`src/rtl/mill_modif_pkg.sv`:
```
// Shared types and ETU threshold helpers for the modified-Miller receiver.
package mill_modif_pkg;

  typedef enum logic [1:0] {SYM_X, SYM_Y, SYM_Z} sym_t;

  typedef enum logic {ST_IDLE, ST_RX} state_t;

  function automatic int unsigned etu_quarter(input int unsigned etu);
    return etu / 4;
  endfunction

  function automatic int unsigned etu_three_quarter(input int unsigned etu);
    return (3 * etu) / 4;
  endfunction

endpackage

```
`src/rtl/mill_pause_sync.sv`:
```
// Two-flop synchroniser for the pause line plus a one-cycle strobe on entry into a pause.
module mill_pause_sync #(
  parameter bit PAUSE_LVL = 1'b0
) (
  input  logic clk,
  input  logic rst_n,
  input  logic data_i,
  output logic edge_o
);

  logic meta_q, meta_d;
  logic sync_q, sync_d;
  logic last_q, last_d;

  always_comb begin
    meta_d = data_i;
    sync_d = meta_q;
    last_d = sync_q;
  end

  // Reset to the idle (non-pause) level so reset release never fakes an edge.
  always_ff @(posedge clk) begin
    if (!rst_n) begin
      meta_q <= ~PAUSE_LVL;
      sync_q <= ~PAUSE_LVL;
      last_q <= ~PAUSE_LVL;
    end else begin
      meta_q <= meta_d;
      sync_q <= sync_d;
      last_q <= last_d;
    end
  end

  assign edge_o = (sync_q == PAUSE_LVL) && (last_q != PAUSE_LVL);

endmodule

```
`src/rtl/mill_modif_frame_rx.sv`:
```
// Modified-Miller receiver: ETU classifier, SOF/EOF framing, one-bit holdback and byte assembly.
module mill_modif_frame_rx
  import mill_modif_pkg::*;
#(
  parameter int unsigned ETU_CYCLES = 8,
  parameter bit          PAUSE_LVL  = 1'b0,
  parameter bit          PARITY_EN  = 1'b1
) (
  input  logic       clk,
  input  logic       rst_n,
  input  logic       in_enable,
  input  logic       in_data,
  output logic       out_bit,
  output logic       out_bit_valid,
  output logic [7:0] out_byte,
  output logic       out_byte_valid,
  output logic [2:0] last_bits,
  output logic       parity_err,
  output logic       sof,
  output logic       eof,
  output logic       coding_err,
  output logic       busy
);

  localparam int unsigned PhaseW = $clog2(ETU_CYCLES);
  localparam logic [PhaseW-1:0] PhaseLast = PhaseW'(ETU_CYCLES - 1);
  localparam logic [PhaseW-1:0] PhaseQ1   = PhaseW'(etu_quarter(ETU_CYCLES));
  localparam logic [PhaseW-1:0] PhaseQ3   = PhaseW'(etu_three_quarter(ETU_CYCLES));

  logic pause_edge;

  mill_pause_sync #(
    .PAUSE_LVL(PAUSE_LVL)
  ) u_sync (
    .clk   (clk),
    .rst_n (rst_n),
    .data_i(in_data),
    .edge_o(pause_edge)
  );

  state_t            state_q, state_d;
  logic [PhaseW-1:0] phase_q, phase_d;
  logic              first_q, first_d;
  logic              seen_q, seen_d;
  logic              early_q, early_d;
  logic              bad_q, bad_d;
  logic              prev_q, prev_d;
  logic              hold_q, hold_d;
  logic              hold_vld_q, hold_vld_d;
  logic [7:0]        data_q, data_d;
  logic [3:0]        cnt_q, cnt_d;

  logic       out_bit_q, out_bit_d;
  logic       out_bit_valid_q, out_bit_valid_d;
  logic [7:0] out_byte_q, out_byte_d;
  logic       out_byte_valid_q, out_byte_valid_d;
  logic [2:0] last_bits_q, last_bits_d;
  logic       parity_err_q, parity_err_d;
  logic       sof_q, sof_d;
  logic       eof_q, eof_d;
  logic       coding_err_q, coding_err_d;
  logic       busy_q, busy_d;

  logic seen_now, early_now, bad_now;
  sym_t sym;
  logic decoded, new_bit, end_frame, abort;

  // Classification includes an edge arriving in the closing cycle itself.
  always_comb begin
    seen_now  = seen_q | pause_edge;
    early_now = early_q | (pause_edge & (phase_q < PhaseQ1));
    bad_now   = bad_q | (seen_q & pause_edge) | (pause_edge & (phase_q >= PhaseQ3));
    if (!seen_now) begin
      sym = SYM_Y;
    end else if (early_now) begin
      sym = SYM_Z;
    end else begin
      sym = SYM_X;
    end
  end

  always_comb begin
    state_d          = state_q;
    phase_d          = phase_q;
    first_d          = first_q;
    seen_d           = seen_q;
    early_d          = early_q;
    bad_d            = bad_q;
    prev_d           = prev_q;
    hold_d           = hold_q;
    hold_vld_d       = hold_vld_q;
    data_d           = data_q;
    cnt_d            = cnt_q;
    out_bit_d        = out_bit_q;
    out_bit_valid_d  = 1'b0;
    out_byte_d       = out_byte_q;
    out_byte_valid_d = 1'b0;
    last_bits_d      = last_bits_q;
    parity_err_d     = 1'b0;
    sof_d            = 1'b0;
    eof_d            = 1'b0;
    coding_err_d     = 1'b0;
    decoded          = 1'b0;
    new_bit          = 1'b0;
    end_frame        = 1'b0;
    abort            = 1'b0;

    unique case (state_q)
      ST_IDLE: begin
        // The SOF edge cycle is phase 0 of the SOF ETU, which is tracked but never decoded.
        if (pause_edge) begin
          state_d    = ST_RX;
          phase_d    = PhaseW'(1);
          first_d    = 1'b1;
          seen_d     = 1'b1;
          early_d    = 1'b1;
          bad_d      = 1'b0;
          prev_d     = 1'b0;
          hold_vld_d = 1'b0;
          data_d     = '0;
          cnt_d      = '0;
          sof_d      = 1'b1;
        end
      end
      ST_RX: begin
        phase_d = (phase_q == PhaseLast) ? '0 : phase_q + PhaseW'(1);
        seen_d  = seen_now;
        early_d = early_now;
        bad_d   = bad_now;
        if (phase_q == PhaseLast) begin
          seen_d  = 1'b0;
          early_d = 1'b0;
          bad_d   = 1'b0;
          first_d = 1'b0;
          if (bad_now) begin
            abort = 1'b1;
          end else if (!first_q) begin
            unique case (sym)
              SYM_X: begin
                decoded = 1'b1;
                new_bit = 1'b1;
              end
              SYM_Z: begin
                if (prev_q) begin
                  abort = 1'b1;
                end else begin
                  decoded = 1'b1;
                end
              end
              default: begin
                if (prev_q) begin
                  decoded = 1'b1;
                end else begin
                  end_frame = 1'b1;
                end
              end
            endcase
          end
        end
      end
    endcase

    if (decoded) begin
      if (hold_vld_q) begin
        out_bit_d       = hold_q;
        out_bit_valid_d = 1'b1;
        if (PARITY_EN && (cnt_q == 4'd8)) begin
          out_byte_d       = data_q;
          parity_err_d     = ~^{data_q, hold_q};
          out_byte_valid_d = 1'b1;
          last_bits_d      = 3'd0;
          data_d           = '0;
          cnt_d            = '0;
        end else if (!PARITY_EN && (cnt_q == 4'd7)) begin
          out_byte_d       = {hold_q, data_q[6:0]};
          out_byte_valid_d = 1'b1;
          last_bits_d      = 3'd0;
          data_d           = '0;
          cnt_d            = '0;
        end else begin
          data_d[cnt_q[2:0]] = hold_q;
          cnt_d              = cnt_q + 4'd1;
        end
      end
      hold_d     = new_bit;
      hold_vld_d = 1'b1;
      prev_d     = new_bit;
    end

    // The held 0 belongs to the EOF pattern and is dropped; any partial byte is flushed.
    if (end_frame) begin
      state_d = ST_IDLE;
      eof_d   = 1'b1;
      if (cnt_q != 4'd0) begin
        out_byte_d       = data_q;
        last_bits_d      = cnt_q[2:0];
        out_byte_valid_d = 1'b1;
      end
    end

    if (abort) begin
      state_d      = ST_IDLE;
      coding_err_d = 1'b1;
    end

    if (!in_enable) begin
      state_d          = ST_IDLE;
      out_bit_valid_d  = 1'b0;
      out_byte_valid_d = 1'b0;
      parity_err_d     = 1'b0;
      sof_d            = 1'b0;
      eof_d            = 1'b0;
      coding_err_d     = 1'b0;
    end

    if (end_frame || abort || !in_enable) begin
      hold_vld_d = 1'b0;
      data_d     = '0;
      cnt_d      = '0;
      seen_d     = 1'b0;
      early_d    = 1'b0;
      bad_d      = 1'b0;
      first_d    = 1'b0;
    end

    busy_d = (state_d == ST_RX);
  end

  always_ff @(posedge clk) begin
    if (!rst_n) begin
      state_q          <= ST_IDLE;
      phase_q          <= '0;
      first_q          <= 1'b0;
      seen_q           <= 1'b0;
      early_q          <= 1'b0;
      bad_q            <= 1'b0;
      prev_q           <= 1'b0;
      hold_q           <= 1'b0;
      hold_vld_q       <= 1'b0;
      data_q           <= '0;
      cnt_q            <= '0;
      out_bit_q        <= 1'b0;
      out_bit_valid_q  <= 1'b0;
      out_byte_q       <= '0;
      out_byte_valid_q <= 1'b0;
      last_bits_q      <= '0;
      parity_err_q     <= 1'b0;
      sof_q            <= 1'b0;
      eof_q            <= 1'b0;
      coding_err_q     <= 1'b0;
      busy_q           <= 1'b0;
    end else begin
      state_q          <= state_d;
      phase_q          <= phase_d;
      first_q          <= first_d;
      seen_q           <= seen_d;
      early_q          <= early_d;
      bad_q            <= bad_d;
      prev_q           <= prev_d;
      hold_q           <= hold_d;
      hold_vld_q       <= hold_vld_d;
      data_q           <= data_d;
      cnt_q            <= cnt_d;
      out_bit_q        <= out_bit_d;
      out_bit_valid_q  <= out_bit_valid_d;
      out_byte_q       <= out_byte_d;
      out_byte_valid_q <= out_byte_valid_d;
      last_bits_q      <= last_bits_d;
      parity_err_q     <= parity_err_d;
      sof_q            <= sof_d;
      eof_q            <= eof_d;
      coding_err_q     <= coding_err_d;
      busy_q           <= busy_d;
    end
  end

  assign out_bit        = out_bit_q;
  assign out_bit_valid  = out_bit_valid_q;
  assign out_byte       = out_byte_q;
  assign out_byte_valid = out_byte_valid_q;
  assign last_bits      = last_bits_q;
  assign parity_err     = parity_err_q;
  assign sof            = sof_q;
  assign eof            = eof_q;
  assign coding_err     = coding_err_q;
  assign busy           = busy_q;

endmodule

```
`config.mk`:
```
export PLATFORM = sky130hd
export DESIGN_NAME = mill_modif_frame_rx
export DESIGN_NICKNAME = d
export VERILOG_FILES = /design/src/rtl/mill_modif_pkg.sv /design/src/rtl/mill_pause_sync.sv /design/src/rtl/mill_modif_frame_rx.sv
export SDC_FILE = /design/constraint.sdc
export NUM_CORES = 1
export LEC_CHECK = 0
export BUFFER_PORTS_ARGS = -buffer_cell sky130_fd_sc_hd__buf_2
export CELL_PAD_IN_SITES_DETAIL_PLACEMENT = 0
export CELL_PAD_IN_SITES_GLOBAL_PLACEMENT = 1
export CORE_MARGIN = 1
export CORE_UTILIZATION = 40
export CTS_CLUSTER_DIAMETER = 200
export DETAILED_ROUTE_END_ITERATION = 8
export HOLD_SLACK_MARGIN = 0.15
export MAX_ROUTING_LAYER = met4
export PLACE_DENSITY_LB_ADDON = 0.05
export SYNTH_ARGS = -nofsm -noshare
export SYNTH_HDL_FRONTEND = slang
export SYNTH_SLANG_ARGS = --single-unit
```
`constraint.sdc`:
```
create_clock -name clk -period 3.01 [get_ports clk]
set_clock_uncertainty 0.2 [all_clocks]
set_input_delay 0.7525 -clock clk [delete_from_list [all_inputs] [get_ports clk]]
set_output_delay 0.7525 -clock clk [all_outputs]
set_load 0.01 [all_outputs]
```
==> flow_metrics.env <==
export IMPL_fmax_mhz=384
export IMPL_seqPwrFrac_pct=55.8
export IMPL_switching_power_mw=0.219
export IMPL_gp_congestion=0.795
export IMPL_cp_cell_sequence="ha_1 -> ha_1 -> and4bb_2 -> a21boi_2 -> nand3_1 -> o21bai_2 -> a21oi_1"
export IMPL_grt_pass1_vias=1581
export IMPL_cp_slowest_stage_delay_ns=0.46
export IMPL_clock_root_buffer="clkbuf_8"
export IMPL_fin_crit_sh_pct=86.5
export IMPL_row_count=25
export IMPL_timing_final_crit_period_ns=2.60
export IMPL_grt_usage_pct=19.7
export IMPL_synth_compound_area_share_pct=21.1
export IMPL_coreArea_um2=4820
export IMPL_setup_tns_ns=0
export IMPL_ys_ff_latch=44
export IMPL_tightest_slew_ns=0.580
export IMPL_min_from="u_sync.meta_q"
export IMPL_path_max_fanout=8
export IMPL_endpoint_kind="register"
export IMPL_grt_max_degree=33
export IMPL_hpwl_mm=3.39
export IMPL_fp_dieW_um=73.6
export IMPL_rsz0062_at_grt="false"
export IMPL_synth_area_per_cell_um2=8.81
export IMPL_hold_buffers=0
export IMPL_clkTransAtPathRegs_ns=0.08
export IMPL_hold_depth=1
export IMPL_synth_adder_area_share_pct=2.44
export IMPL_worstReg2RegEnd="data_q[1]"
export IMPL_critPathTopFamily="compound AO/OA/AOI/OAI gates"
export IMPL_swShare_pct=20.7
export IMPL_htreeDepth=2
export IMPL_io_buffers=22
export IMPL_synth_xor_area_share_pct=3.41
export IMPL_drtAntennaViolNets=0
export IMPL_hold_path_class="register to register"
export IMPL_synth_async_reset_ratio_pct=0
export IMPL_yosys_cell_types_count=46
export IMPL_globalRoute_totalOverflow=0
export IMPL_regToRegSetupSlack_ns=0.41
export IMPL_clockPowerShare_pct=40.2
export IMPL_cts_buffer_depth=2
export IMPL_die_y_um=73.6
export IMPL_drt_pass1_iter_count=4
export IMPL_postCtsResizedCells=0
export IMPL_drv_cap=0
export IMPL_crit_path_start_kind="register"
export IMPL_area_growth_pct=12.2
export IMPL_vias=1695
export IMPL_yosysWarnings=0
export IMPL_crit_top_cell="ha_1"
export IMPL_die_area_um2=5420
export IMPL_synth_top_family_by_area="simple AND/OR/NAND/NOR gates"
export IMPL_cts_buffers=5
export IMPL_synth_edf_count=0
export IMPL_synth_ff_type="dfxtp_1"
export IMPL_synth_nets=241
export IMPL_cts_sinks=44
export IMPL_layout_nets=261
export IMPL_fin_util_pct=47.8
export IMPL_p_leak_nw=0.845
export IMPL_path_class="register to register"
export IMPL_antenna_cells=0
export IMPL_clkLatencyLatePin_ns=0.29
export IMPL_slew_headroom_pct=61.3
export IMPL_combPwrFrac_pct=3.9
export IMPL_via_per_inst=5.31
export IMPL_worst_r2r_cell_count=7
export IMPL_routed_wl_mm=4.66
export IMPL_p_int_mw=0.838
export IMPL_start_util_pct=42.6
export IMPL_antenna_found_initial=0
export IMPL_yosysTopAreaCell="dfxtp_1"
export IMPL_power_density_nw_per_um2=459
export IMPL_drc=0
export IMPL_reg2reg_from="phase_q[1]"
export IMPL_ios=23
export IMPL_hold_viol=0
export IMPL_finalSetupViolations=0
export IMPL_cp_data_required_time_ns=2.97
export IMPL_cts_tree="yes"
export IMPL_syn_inst=233
export IMPL_critPathBufInv=0
export IMPL_drive_gt1_share_pct=18.3
export IMPL_synth_top_area_share_pct=42.9
export IMPL_synth_area_leaders="dfxtp_1 (43%), nand3_1 (5.6%), nand2_1 (5.5%), a21oi_1 (3.9%), o21ai_0 (3.2%)"
export IMPL_wire_per_inst_um=14.6
export IMPL_drv_slew=0
export IMPL_drtIter0Drc=69
export IMPL_hold_path_endpoint="u_sync.last_d"
export IMPL_critical_path_slowest_cell="dfxtp_1"
export IMPL_synthMuxAreaShare_pct=0
export IMPL_synthesis_area_um2=2050
export IMPL_status="finished, final reports clean"
export IMPL_crit_arrival_ns=2.57
export IMPL_grt_pass1_wl_mm=7.89
export IMPL_synth_simple_area_share_pct=26.1
export IMPL_vdd_drop_max_v=0.000182
export IMPL_post_cts_setup_buffers=0
export IMPL_ys_seq_area_share_pct=42.9
[worst max-delay path by stage]
stage | slack [ns] | start | cells past startpoint | endpoint
4_1_cts | 0.40 | phase_q[1] | 7 | data_q[0]
3_3_place_gp | 0.49 | phase_q[1] | 7 | data_q[3]
2_1_floorplan | 0.83 | phase_q[1] | 7 | data_q[3]
5_1_grt | 0.19 | phase_q[1] | 7 | data_q[1]
3_5_place_dp | 0.40 | phase_q[1] | 7 | data_q[0]
6_report | 0.41 | phase_q[1] | 7 | data_q[1]
[synthesized netlist by cell type, types with 4 or more instances]
library cell	n
dfxtp_1	44
nand2_1	30
nand3_1	23
a21oi_1	16
nor2_1	16
o21ai_0	13
clkbuf_1	7
xnor2_1	6
nand2b_1	5
nor2b_1	5
a21o_1	4
ha_1	4
nand4_1	4
o211ai_1	4
[cell usage in the layout, fill, tap and decap left out, drive strengths merged, types with 3 or more instances in the layout]
cell / n
dfxtp: 44
nand2: 30
buf: 26
nand3: 23
a21oi: 17
nor2: 16
o21ai: 13
xnor2: 6
nand2b: 5
nor2b: 5
clkbuf: 5
a21o: 4
o211ai: 4
nand4: 4
ha: 4
a21boi: 4
inv: 3
and3: 3
and2: 3
a32oi: 3
[power by group through the flow]
stage          Combinational, mW  Sequential, mW  Clock, mW
2_1_floorplan             0.0289           0.603          0
3_3_place_gp              0.0427           0.604          0
3_5_place_dp              0.0422           0.604          0
4_1_cts                   0.0423           0.590      0.440
5_1_grt                   0.0469           0.591      0.466
6_report                  0.0417           0.590      0.425
[registers in the layout, indices dropped and copies added, names as in the netlist, 3 cells and up]
| register | flops |
|---|---|
| phase_q | 3 |
| data_q | 8 |
| last_bits | 3 |
| cnt_q | 4 |
| out_byte | 8 |
[area by class of cell]
class / instances / area, um^2
fillers: 499 / 2510
repair buffers: 26 / 140
flip-flops and latches: 44 / 881
clock buffers: 5 / 68.8
multi-input cells: 173 / 1090
inverters: 3 / 11.3
clock inverters: 1 / 30.0
well taps: 67 / 83.8
[logic make-up after synthesis]
family | after synthesis
compound gates | 60
xor+xnor | 8
fa+ha+maj | 4
buf+inv | 16
flops | 44
simple gates | 101
[metrics by stage]
| step | power, mW | setup slack [ns] | std cells | cell area [um^2] | hold WS (ns) |
|---|---|---|---|---|---|
| floorplan | 0.632 | 0.828 | 233 | 2050 | 0.186 |
| global placement | 0.647 | 0.489 | 313 | 2210 | 0.205 |
| detailed placement | 0.646 | 0.405 | 313 | 2210 | 0.211 |
| CTS | 1.07 | 0.398 | 319 | 2300 | 0.238 |
| global route | 1.10 | 0.192 | 319 | 2300 | 0.260 |
| finish | 1.06 | 0.406 | 319 | 2300 | 0.234 |
[routing by layer]
| metal | vias to the layer above | track usage [%] | wire length (um) |
|---|---|---|---|
| met3 | 7 | 3.84 | 169 |
| met4 | 0 | 5.77 | 53 |
| met5 | - | - | 0 |
| met1 | 784 | 27.7 | 2450 |
| met2 | 30 | 28.6 | 1990 |
| li1 | 874 | - | - |
(Power assumes the default switching activity.)
